### src/rtl/riscv_pkg.sv
// Shared RV32I decode constants: opcodes, ALU operation codes, operand/result
// select encodings, and the control bundle carried into ID/EX.
package riscv_pkg;

  localparam int XLEN  = 32;
  localparam int NREGS = 32;

  localparam logic [6:0] OPC_LOAD   = 7'b0000011;
  localparam logic [6:0] OPC_OP_IMM = 7'b0010011;
  localparam logic [6:0] OPC_AUIPC  = 7'b0010111;
  localparam logic [6:0] OPC_STORE  = 7'b0100011;
  localparam logic [6:0] OPC_OP     = 7'b0110011;
  localparam logic [6:0] OPC_LUI    = 7'b0110111;
  localparam logic [6:0] OPC_BRANCH = 7'b1100011;
  localparam logic [6:0] OPC_JALR   = 7'b1100111;
  localparam logic [6:0] OPC_JAL    = 7'b1101111;

  typedef enum logic [3:0] {
    ALU_ADD  = 4'b0000,
    ALU_SUB  = 4'b0001,
    ALU_AND  = 4'b0010,
    ALU_OR   = 4'b0011,
    ALU_XOR  = 4'b0100,
    ALU_SLT  = 4'b0101,
    ALU_SLTU = 4'b0110,
    ALU_SLL  = 4'b0111,
    ALU_SRL  = 4'b1000,
    ALU_SRA  = 4'b1001
  } alu_ctl_e;

  typedef enum logic [1:0] {
    RES_ALU = 2'b00,
    RES_MEM = 2'b01,
    RES_PC4 = 2'b10
  } result_src_e;

  typedef enum logic [1:0] {
    SRCA_RD1  = 2'b00,
    SRCA_PC   = 2'b01,
    SRCA_ZERO = 2'b10
  } alu_src_a_e;

  typedef enum logic [2:0] {
    IMM_NONE,
    IMM_I,
    IMM_S,
    IMM_B,
    IMM_U,
    IMM_J
  } imm_type_e;

  typedef struct packed {
    logic        reg_write;
    result_src_e result_src;
    logic        mem_write;
    logic        jump;
    logic        jalr;
    logic        branch;
    logic        alu_src;
    alu_src_a_e  alu_src_a;
    alu_ctl_e    alu_ctl;
  } ctrl_t;

  // funct7[5] selects SUB only for register-register ops; it always picks SRA vs SRL.
  function automatic alu_ctl_e alu_decode(input logic [2:0] funct3,
                                          input logic       funct7_5,
                                          input logic       is_rtype);
    alu_ctl_e op;
    case (funct3)
      3'b000:  op = (is_rtype && funct7_5) ? ALU_SUB : ALU_ADD;
      3'b001:  op = ALU_SLL;
      3'b010:  op = ALU_SLT;
      3'b011:  op = ALU_SLTU;
      3'b100:  op = ALU_XOR;
      3'b101:  op = funct7_5 ? ALU_SRA : ALU_SRL;
      3'b110:  op = ALU_OR;
      default: op = ALU_AND;
    endcase
    return op;
  endfunction

endpackage

### src/rtl/reg_file.sv
// 32x32 architectural register file: two async read ports, one write port,
// x0 hardwired to zero and a write-through bypass from the writeback port.
module reg_file
  import riscv_pkg::*;
#(
  parameter int NREGS = riscv_pkg::NREGS,
  parameter int AW    = $clog2(NREGS)
) (
  input  logic            clk,
  input  logic            rst,
  input  logic [AW-1:0]   ra1,
  input  logic [AW-1:0]   ra2,
  output logic [XLEN-1:0] rd1,
  output logic [XLEN-1:0] rd2,
  input  logic            we,
  input  logic [AW-1:0]   wa,
  input  logic [XLEN-1:0] wd
);

  logic [XLEN-1:0] regs [NREGS];
  logic            wr_valid;

  assign wr_valid = we && (wa != '0);

  always_ff @(posedge clk) begin
    if (rst) begin
      for (int i = 0; i < NREGS; i++) regs[i] <= '0;
    end else if (wr_valid) begin
      regs[wa] <= wd;
    end
  end

  always_comb begin
    rd1 = '0;
    rd2 = '0;
    if (ra1 != '0) rd1 = (wr_valid && wa == ra1) ? wd : regs[ra1];
    if (ra2 != '0) rd2 = (wr_valid && wa == ra2) ? wd : regs[ra2];
  end

endmodule

### src/rtl/decode_cycle.sv
// RV32I decode stage: control/immediate decode, register-file read, and the
// ID/EX pipeline register with flush-to-bubble and synchronous reset.
module decode_cycle
  import riscv_pkg::*;
(
  input  logic            clk,
  input  logic            rst,
  input  logic [31:0]     InstrD,
  input  logic [XLEN-1:0] PCD,
  input  logic [XLEN-1:0] PCPlus4D,
  input  logic            FlushE,
  input  logic            RegWriteW,
  input  logic [4:0]      RdW,
  input  logic [XLEN-1:0] ResultW,
  output logic [4:0]      Rs1D,
  output logic [4:0]      Rs2D,
  output logic            RegWriteE,
  output logic [1:0]      ResultSrcE,
  output logic            MemWriteE,
  output logic            JumpE,
  output logic            JalrE,
  output logic            BranchE,
  output logic            ALUSrcE,
  output logic [1:0]      ALUSrcAE,
  output logic [3:0]      ALUControlE,
  output logic [2:0]      Funct3E,
  output logic [XLEN-1:0] RD1E,
  output logic [XLEN-1:0] RD2E,
  output logic [XLEN-1:0] ImmExtE,
  output logic [XLEN-1:0] PCE,
  output logic [XLEN-1:0] PCPlus4E,
  output logic [4:0]      RdE,
  output logic [4:0]      Rs1E,
  output logic [4:0]      Rs2E,
  output logic            IllegalE
);

  logic [6:0]      opcode;
  logic [2:0]      funct3;
  logic [4:0]      rd_idx;
  logic [XLEN-1:0] rd1_d, rd2_d, imm_d;
  logic [4:0]      rd_d;
  ctrl_t           ctrl_d, ctrl_q;
  imm_type_e       imm_sel;
  logic            illegal_d, no_rd;

  assign opcode = InstrD[6:0];
  assign funct3 = InstrD[14:12];
  assign rd_idx = InstrD[11:7];
  assign Rs1D   = InstrD[19:15];
  assign Rs2D   = InstrD[24:20];

  reg_file #(.NREGS(NREGS)) u_reg_file (
    .clk (clk),
    .rst (rst),
    .ra1 (Rs1D),
    .ra2 (Rs2D),
    .rd1 (rd1_d),
    .rd2 (rd2_d),
    .we  (RegWriteW),
    .wa  (RdW),
    .wd  (ResultW)
  );

  always_comb begin
    ctrl_d    = '0;
    imm_sel   = IMM_NONE;
    illegal_d = 1'b0;
    no_rd     = 1'b0;
    if (InstrD[1:0] != 2'b11) begin
      illegal_d = 1'b1;
    end else begin
      case (opcode)
        OPC_OP: begin
          ctrl_d.reg_write = 1'b1;
          ctrl_d.alu_ctl   = alu_decode(funct3, InstrD[30], 1'b1);
        end
        OPC_OP_IMM: begin
          ctrl_d.reg_write = 1'b1;
          ctrl_d.alu_src   = 1'b1;
          ctrl_d.alu_ctl   = alu_decode(funct3, InstrD[30], 1'b0);
          imm_sel          = IMM_I;
        end
        OPC_LOAD: begin
          ctrl_d.reg_write  = 1'b1;
          ctrl_d.result_src = RES_MEM;
          ctrl_d.alu_src    = 1'b1;
          imm_sel           = IMM_I;
        end
        OPC_STORE: begin
          ctrl_d.mem_write = 1'b1;
          ctrl_d.alu_src   = 1'b1;
          imm_sel          = IMM_S;
          no_rd            = 1'b1;
        end
        OPC_BRANCH: begin
          ctrl_d.branch  = 1'b1;
          ctrl_d.alu_ctl = ALU_SUB;
          imm_sel        = IMM_B;
          no_rd          = 1'b1;
        end
        OPC_JAL: begin
          ctrl_d.reg_write  = 1'b1;
          ctrl_d.jump       = 1'b1;
          ctrl_d.result_src = RES_PC4;
          imm_sel           = IMM_J;
        end
        OPC_JALR: begin
          ctrl_d.reg_write  = 1'b1;
          ctrl_d.jump       = 1'b1;
          ctrl_d.jalr       = 1'b1;
          ctrl_d.result_src = RES_PC4;
          ctrl_d.alu_src    = 1'b1;
          imm_sel           = IMM_I;
        end
        OPC_LUI: begin
          ctrl_d.reg_write = 1'b1;
          ctrl_d.alu_src   = 1'b1;
          ctrl_d.alu_src_a = SRCA_ZERO;
          imm_sel          = IMM_U;
        end
        OPC_AUIPC: begin
          ctrl_d.reg_write = 1'b1;
          ctrl_d.alu_src   = 1'b1;
          ctrl_d.alu_src_a = SRCA_PC;
          imm_sel          = IMM_U;
        end
        default: illegal_d = 1'b1;
      endcase
    end
  end

  assign rd_d = no_rd ? 5'd0 : rd_idx;

  always_comb begin
    imm_d = '0;
    case (imm_sel)
      IMM_I:   imm_d = {{20{InstrD[31]}}, InstrD[31:20]};
      IMM_S:   imm_d = {{20{InstrD[31]}}, InstrD[31:25], InstrD[11:7]};
      IMM_B:   imm_d = {{19{InstrD[31]}}, InstrD[31], InstrD[7], InstrD[30:25], InstrD[11:8], 1'b0};
      IMM_U:   imm_d = {InstrD[31:12], 12'b0};
      IMM_J:   imm_d = {{11{InstrD[31]}}, InstrD[31], InstrD[19:12], InstrD[20], InstrD[30:21], 1'b0};
      default: imm_d = '0;
    endcase
  end

  always_ff @(posedge clk) begin
    if (rst) begin
      ctrl_q   <= '0;
      IllegalE <= 1'b0;
      RdE      <= '0;
      Funct3E  <= '0;
      RD1E     <= '0;
      RD2E     <= '0;
      ImmExtE  <= '0;
      PCE      <= '0;
      PCPlus4E <= '0;
      Rs1E     <= '0;
      Rs2E     <= '0;
    end else begin
      ctrl_q   <= ctrl_d;
      IllegalE <= illegal_d;
      RdE      <= rd_d;
      Funct3E  <= funct3;
      RD1E     <= rd1_d;
      RD2E     <= rd2_d;
      ImmExtE  <= imm_d;
      PCE      <= PCD;
      PCPlus4E <= PCPlus4D;
      Rs1E     <= Rs1D;
      Rs2E     <= Rs2D;
      // Bubble: kill every side effect but let the operand datapath load.
      if (FlushE) begin
        ctrl_q.reg_write  <= 1'b0;
        ctrl_q.result_src <= RES_ALU;
        ctrl_q.mem_write  <= 1'b0;
        ctrl_q.jump       <= 1'b0;
        ctrl_q.jalr       <= 1'b0;
        ctrl_q.branch     <= 1'b0;
        IllegalE          <= 1'b0;
        RdE               <= '0;
      end
    end
  end

  assign RegWriteE   = ctrl_q.reg_write;
  assign ResultSrcE  = ctrl_q.result_src;
  assign MemWriteE   = ctrl_q.mem_write;
  assign JumpE       = ctrl_q.jump;
  assign JalrE       = ctrl_q.jalr;
  assign BranchE     = ctrl_q.branch;
  assign ALUSrcE     = ctrl_q.alu_src;
  assign ALUSrcAE    = ctrl_q.alu_src_a;
  assign ALUControlE = ctrl_q.alu_ctl;

endmodule

### config.mk
export PLATFORM = sky130hd
export DESIGN_NAME = decode_cycle
export DESIGN_NICKNAME = d
export VERILOG_FILES = /design/src/rtl/riscv_pkg.sv /design/src/rtl/reg_file.sv /design/src/rtl/decode_cycle.sv
export SDC_FILE = /design/constraint.sdc
export NUM_CORES = 2
export LEC_CHECK = 0
export BUFFER_PORTS_ARGS = -buffer_cell sky130_fd_sc_hd__buf_4
export CAP_MARGIN = 20
export CORE_ASPECT_RATIO = 0.6
export CORE_MARGIN = 8
export CORE_UTILIZATION = 40
export CTS_CLUSTER_DIAMETER = 80
export CTS_CLUSTER_SIZE = 28
export DETAILED_ROUTE_END_ITERATION = 8
export HOLD_SLACK_MARGIN = 0.12
export SLEW_MARGIN = 30
export SYNTH_ARGS = -nofsm -noshare
export SYNTH_HDL_FRONTEND = slang
export SYNTH_SLANG_ARGS = --single-unit
### constraint.sdc
create_clock -name clk -period 5.4 [get_ports clk]
set_input_delay 1.08 -clock clk [delete_from_list [all_inputs] [get_ports clk]]
set_output_delay 1.08 -clock clk [all_outputs]
set_load 0.005 [all_outputs]
==> flow_metrics.py <==
metrics = {
    "outcome": {
        "run_status": "complete, no violations",
    },
    "layout": {
        "n_fill_cell": 12800,
        "final_layout_size_suffix_gt1_share_pct": 27.6,
        "layout_common_cells": "edfxtp_1 (1024), and2_1 (998), mux4_2 (491), buf_4 (464), dfxtp_1 (193)",
        "nets": 4278,
        "area_growth_pct": 12.2,
        "finalInstanceArea_um2": 66500,
        "mostFrequentLayoutCell": "edfxtp_1",
    },
    "worst_setup_path": {
        "cp_max_fo": 29,
        "critPathLaunchType": "input port",
        "crit_path_start": "InstrD[17]",
        "end_kind": "output pin",
        "critPathArrivalTime_ns": 2.51,
        "cp_data_required_time_ns": 4.32,
        "worstReg2RegStart": "u_reg_file.regs[5][24]$_SDFFCE_PN0P_",
        "critPathKind": "in -> out",
    },
    "power": {
        "p_seq_share_pct": 58.7,
        "combPwrFrac_pct": 13.6,
        "pwr_density_cell_nw_per_um2": 281,
        "ir_drop_mv": 0.266,
        "p_leak_nw": 23.0,
        "p_int_mw": 13.8,
        "clkPwrFrac_pct": 27.7,
        "sw_frac_of_total_pct": 26.5,
        "switching_power_mw": 4.97,
    },
    "yosys": {
        "ys_seq_area_share_pct": 58.4,
        "synthesis.area_um2": 59300,
        "yosys_warnings": 0,
        "yosys-top-cells-area": "edfxtp_1 (52%), mux4_2 (19%), and2_1 (11%)",
        "synth_edf_count": 1024,
        "synth_top_cell_by_area": "edfxtp_1",
        "ys_types": 55,
        "yosysTopAreaCellShare_pct": 51.9,
        "async_flop_share_pct": 0,
        "synthCells": 3979,
        "syn-mean-instance-area_um2": 14.9,
        "ys_ff_latch": 1217,
        "yosys_most_used_dff": "edfxtp_1",
    },
    "floorplanning": {
        "core_area_um2": 147000,
        "die_w_um": 513,
        "dieArea_um2": 161000,
        "initial_core_util_pct": 40.3,
        "fp.dieH_um": 314,
        "rows": 109,
        "ios": 340,
    },
    "route": {
        "routed_wl_mm": 217,
        "first_iter_violations": 6642,
        "drc": 0,
        "via_count": 38800,
        "wl_per_cell_um": 35.4,
        "avgViaCountPerCell": 6.32,
        "ant_nets": 0,
        "drt_pass1_iterations": 6,
    },
    "timing": {
        "skew_ns": 0.0377,
        "finalHoldViolCount": 0,
        "fin_crit_ns": 3.59,
        "worstMarginPinSlew_ns": 1.13,
        "setup_viol": 0,
        "tns_ns": 0,
        "rsz0062_at_grt": "false",
        "worst_slack_ns": 1.81,
        "finalCritPeriodShare_pct": 66.5,
        "slew-limit-headroom_pct": 24.4,
        "report.final.slew_viol_count": 0,
        "fmax_mhz": 278,
    },
    "clock_tree": {
        "postCtsSetupRepairBufs": 0,
        "ctsResizeCount": 0,
        "root_buffer": "clkbuf_16",
        "h-tree-depth": 2,
        "cts.sinks": 1217,
        "cts_buffer_depth": 3,
        "cts_made_buffers": 53,
        "clk_pin_slew_ns": 0.11,
        "cts_tree": "done",
        "clk_latency_ns": 0.73,
        "holdBufCountCts": 0,
    },
    "placed_design": {
        "hpwlAfterDp_mm": 144,
        "dpl_worst_slack_ns": 1.45,
        "place.gp.congestion": 0.922,
        "dpl_cell_area_um2": 64800,
        "io_buffers": 339,
    },
    "hold_path": {
        "hold_start": "PCPlus4D[28]",
        "hp-class": "in -> reg",
    },
    "global_routing": {
        "antenna_found_initial": 21,
        "grt_max_degree": 109,
        "grt_util_all_layers_pct": 25.9,
        "grt_pass1_wl_mm": 297,
        "grt_pass1_vias": 36500,
        "grt_overflow": 0,
    },
    "job": {
        "maxCapViolCount": 0,
    },
}
per-stage QoR:
step           util (%)  hold WS [ns]  total power [mW]  instances
4_1_cts            45.2         0.522              18.7       6125
2_1_floorplan         -         0.797              12.5       4010
3_5_place_dp       44.0         0.851              13.7       6027
3_3_place_gp       43.9         0.841              13.7       6018
6_report           45.2         0.566              18.7       6142
5_1_grt            45.2         0.532              19.2       6129
final timing paths:
kind              slack, ns                 endpoint  cells after the start
setup / recovery       1.81                  Rs1D[2]                      3
hold / removal         0.57  PCPlus4E[28]$_SDFF_PP0_                      2
hold reg to reg        0.88      RD2E[13]$_SDFF_PP0_                      4
setup reg to reg       3.39      RD2E[24]$_SDFF_PP0_                      3
power groups by stage:
stage | combinational, mW | clock, mW | sequential [mW]
floorplan | 1.43 | 0 | 11.1
global placement | 2.49 | 0 | 11.2
detailed placement | 2.50 | 0 | 11.2
CTS | 2.51 | 5.24 | 11.0
global route | 2.62 | 5.52 | 11.0
finish | 2.54 | 5.18 | 11.0
critical path, cell delays in order:
cell   delay [ns]
buf_4        0.50
buf_4        0.68
buf_4        0.24
cell usage after synthesis (all sizes together), types with 3 or more instances:
library cell	number
a21oi	43
and3	11
and2	998
mux4	491
inv	7
dfxtp	193
a22o	43
a221oi	21
or2	9
clkbuf	283
nand2	41
a22oi	12
nor4	21
o22ai	172
nand3b	6
xor2	3
nand3	11
edfxtp	1024
mux2	14
nor2b	83
a32oi	13
nor3	46
mux2i	98
buf	139
or3	6
nor3b	3
a221o	11
nor2	77
a211oi	4
xnor2	8
o21ai	65
flip-flops by register name (all words and copies together), names as in the netlist:
name and count:
u_reg_file.regs 1024, ImmExtE 32, PCE 32, PCPlus4E 32
RD1E 32, RD2E 32, RdE 5, Rs1E 5
Rs2E 5, ALUControlE 4, Funct3E 3, ALUSrcAE 2
ResultSrcE 2, ALUSrcE 1, BranchE 1, IllegalE 1
JalrE 1, JumpE 1, MemWriteE 1, RegWriteE 1
layer usage:
metal	share of wire, %	GRT usage, %
met5	0.0060	0
met4	3.2	7.53
met3	13	7.22
met2	43	36.9
met1	41	38.6
cell families (layout without fill, tap and decap cells):
group,Yosys count,in the layout,share of synthesized area (%)
mux,603,603,20.6
compound gates,395,395,4.47
simple gates,1321,1321,13.4
xor+xnor,11,11,0.163
buf+inv,431,605,3.04
other cells,1,48,0.00632
flops,1217,1217,58.4
layout make-up:
type | count | area (um^2) | area share [%]
antenna | 16 | 40.0 | 0.0602
clock buffer | 83 | 1470 | 2.21
clock inverter | 15 | 170 | 0.256
inverter | 9 | 33.8 | 0.0508
multi-input combinational | 2362 | 23600 | 35.5
sequential | 1217 | 34600 | 52.0
tap | 1942 | 2430 | 3.65
timing repair buffer | 498 | 4180 | 6.28
No activity file was read; power rests on OpenSTA's default activity.
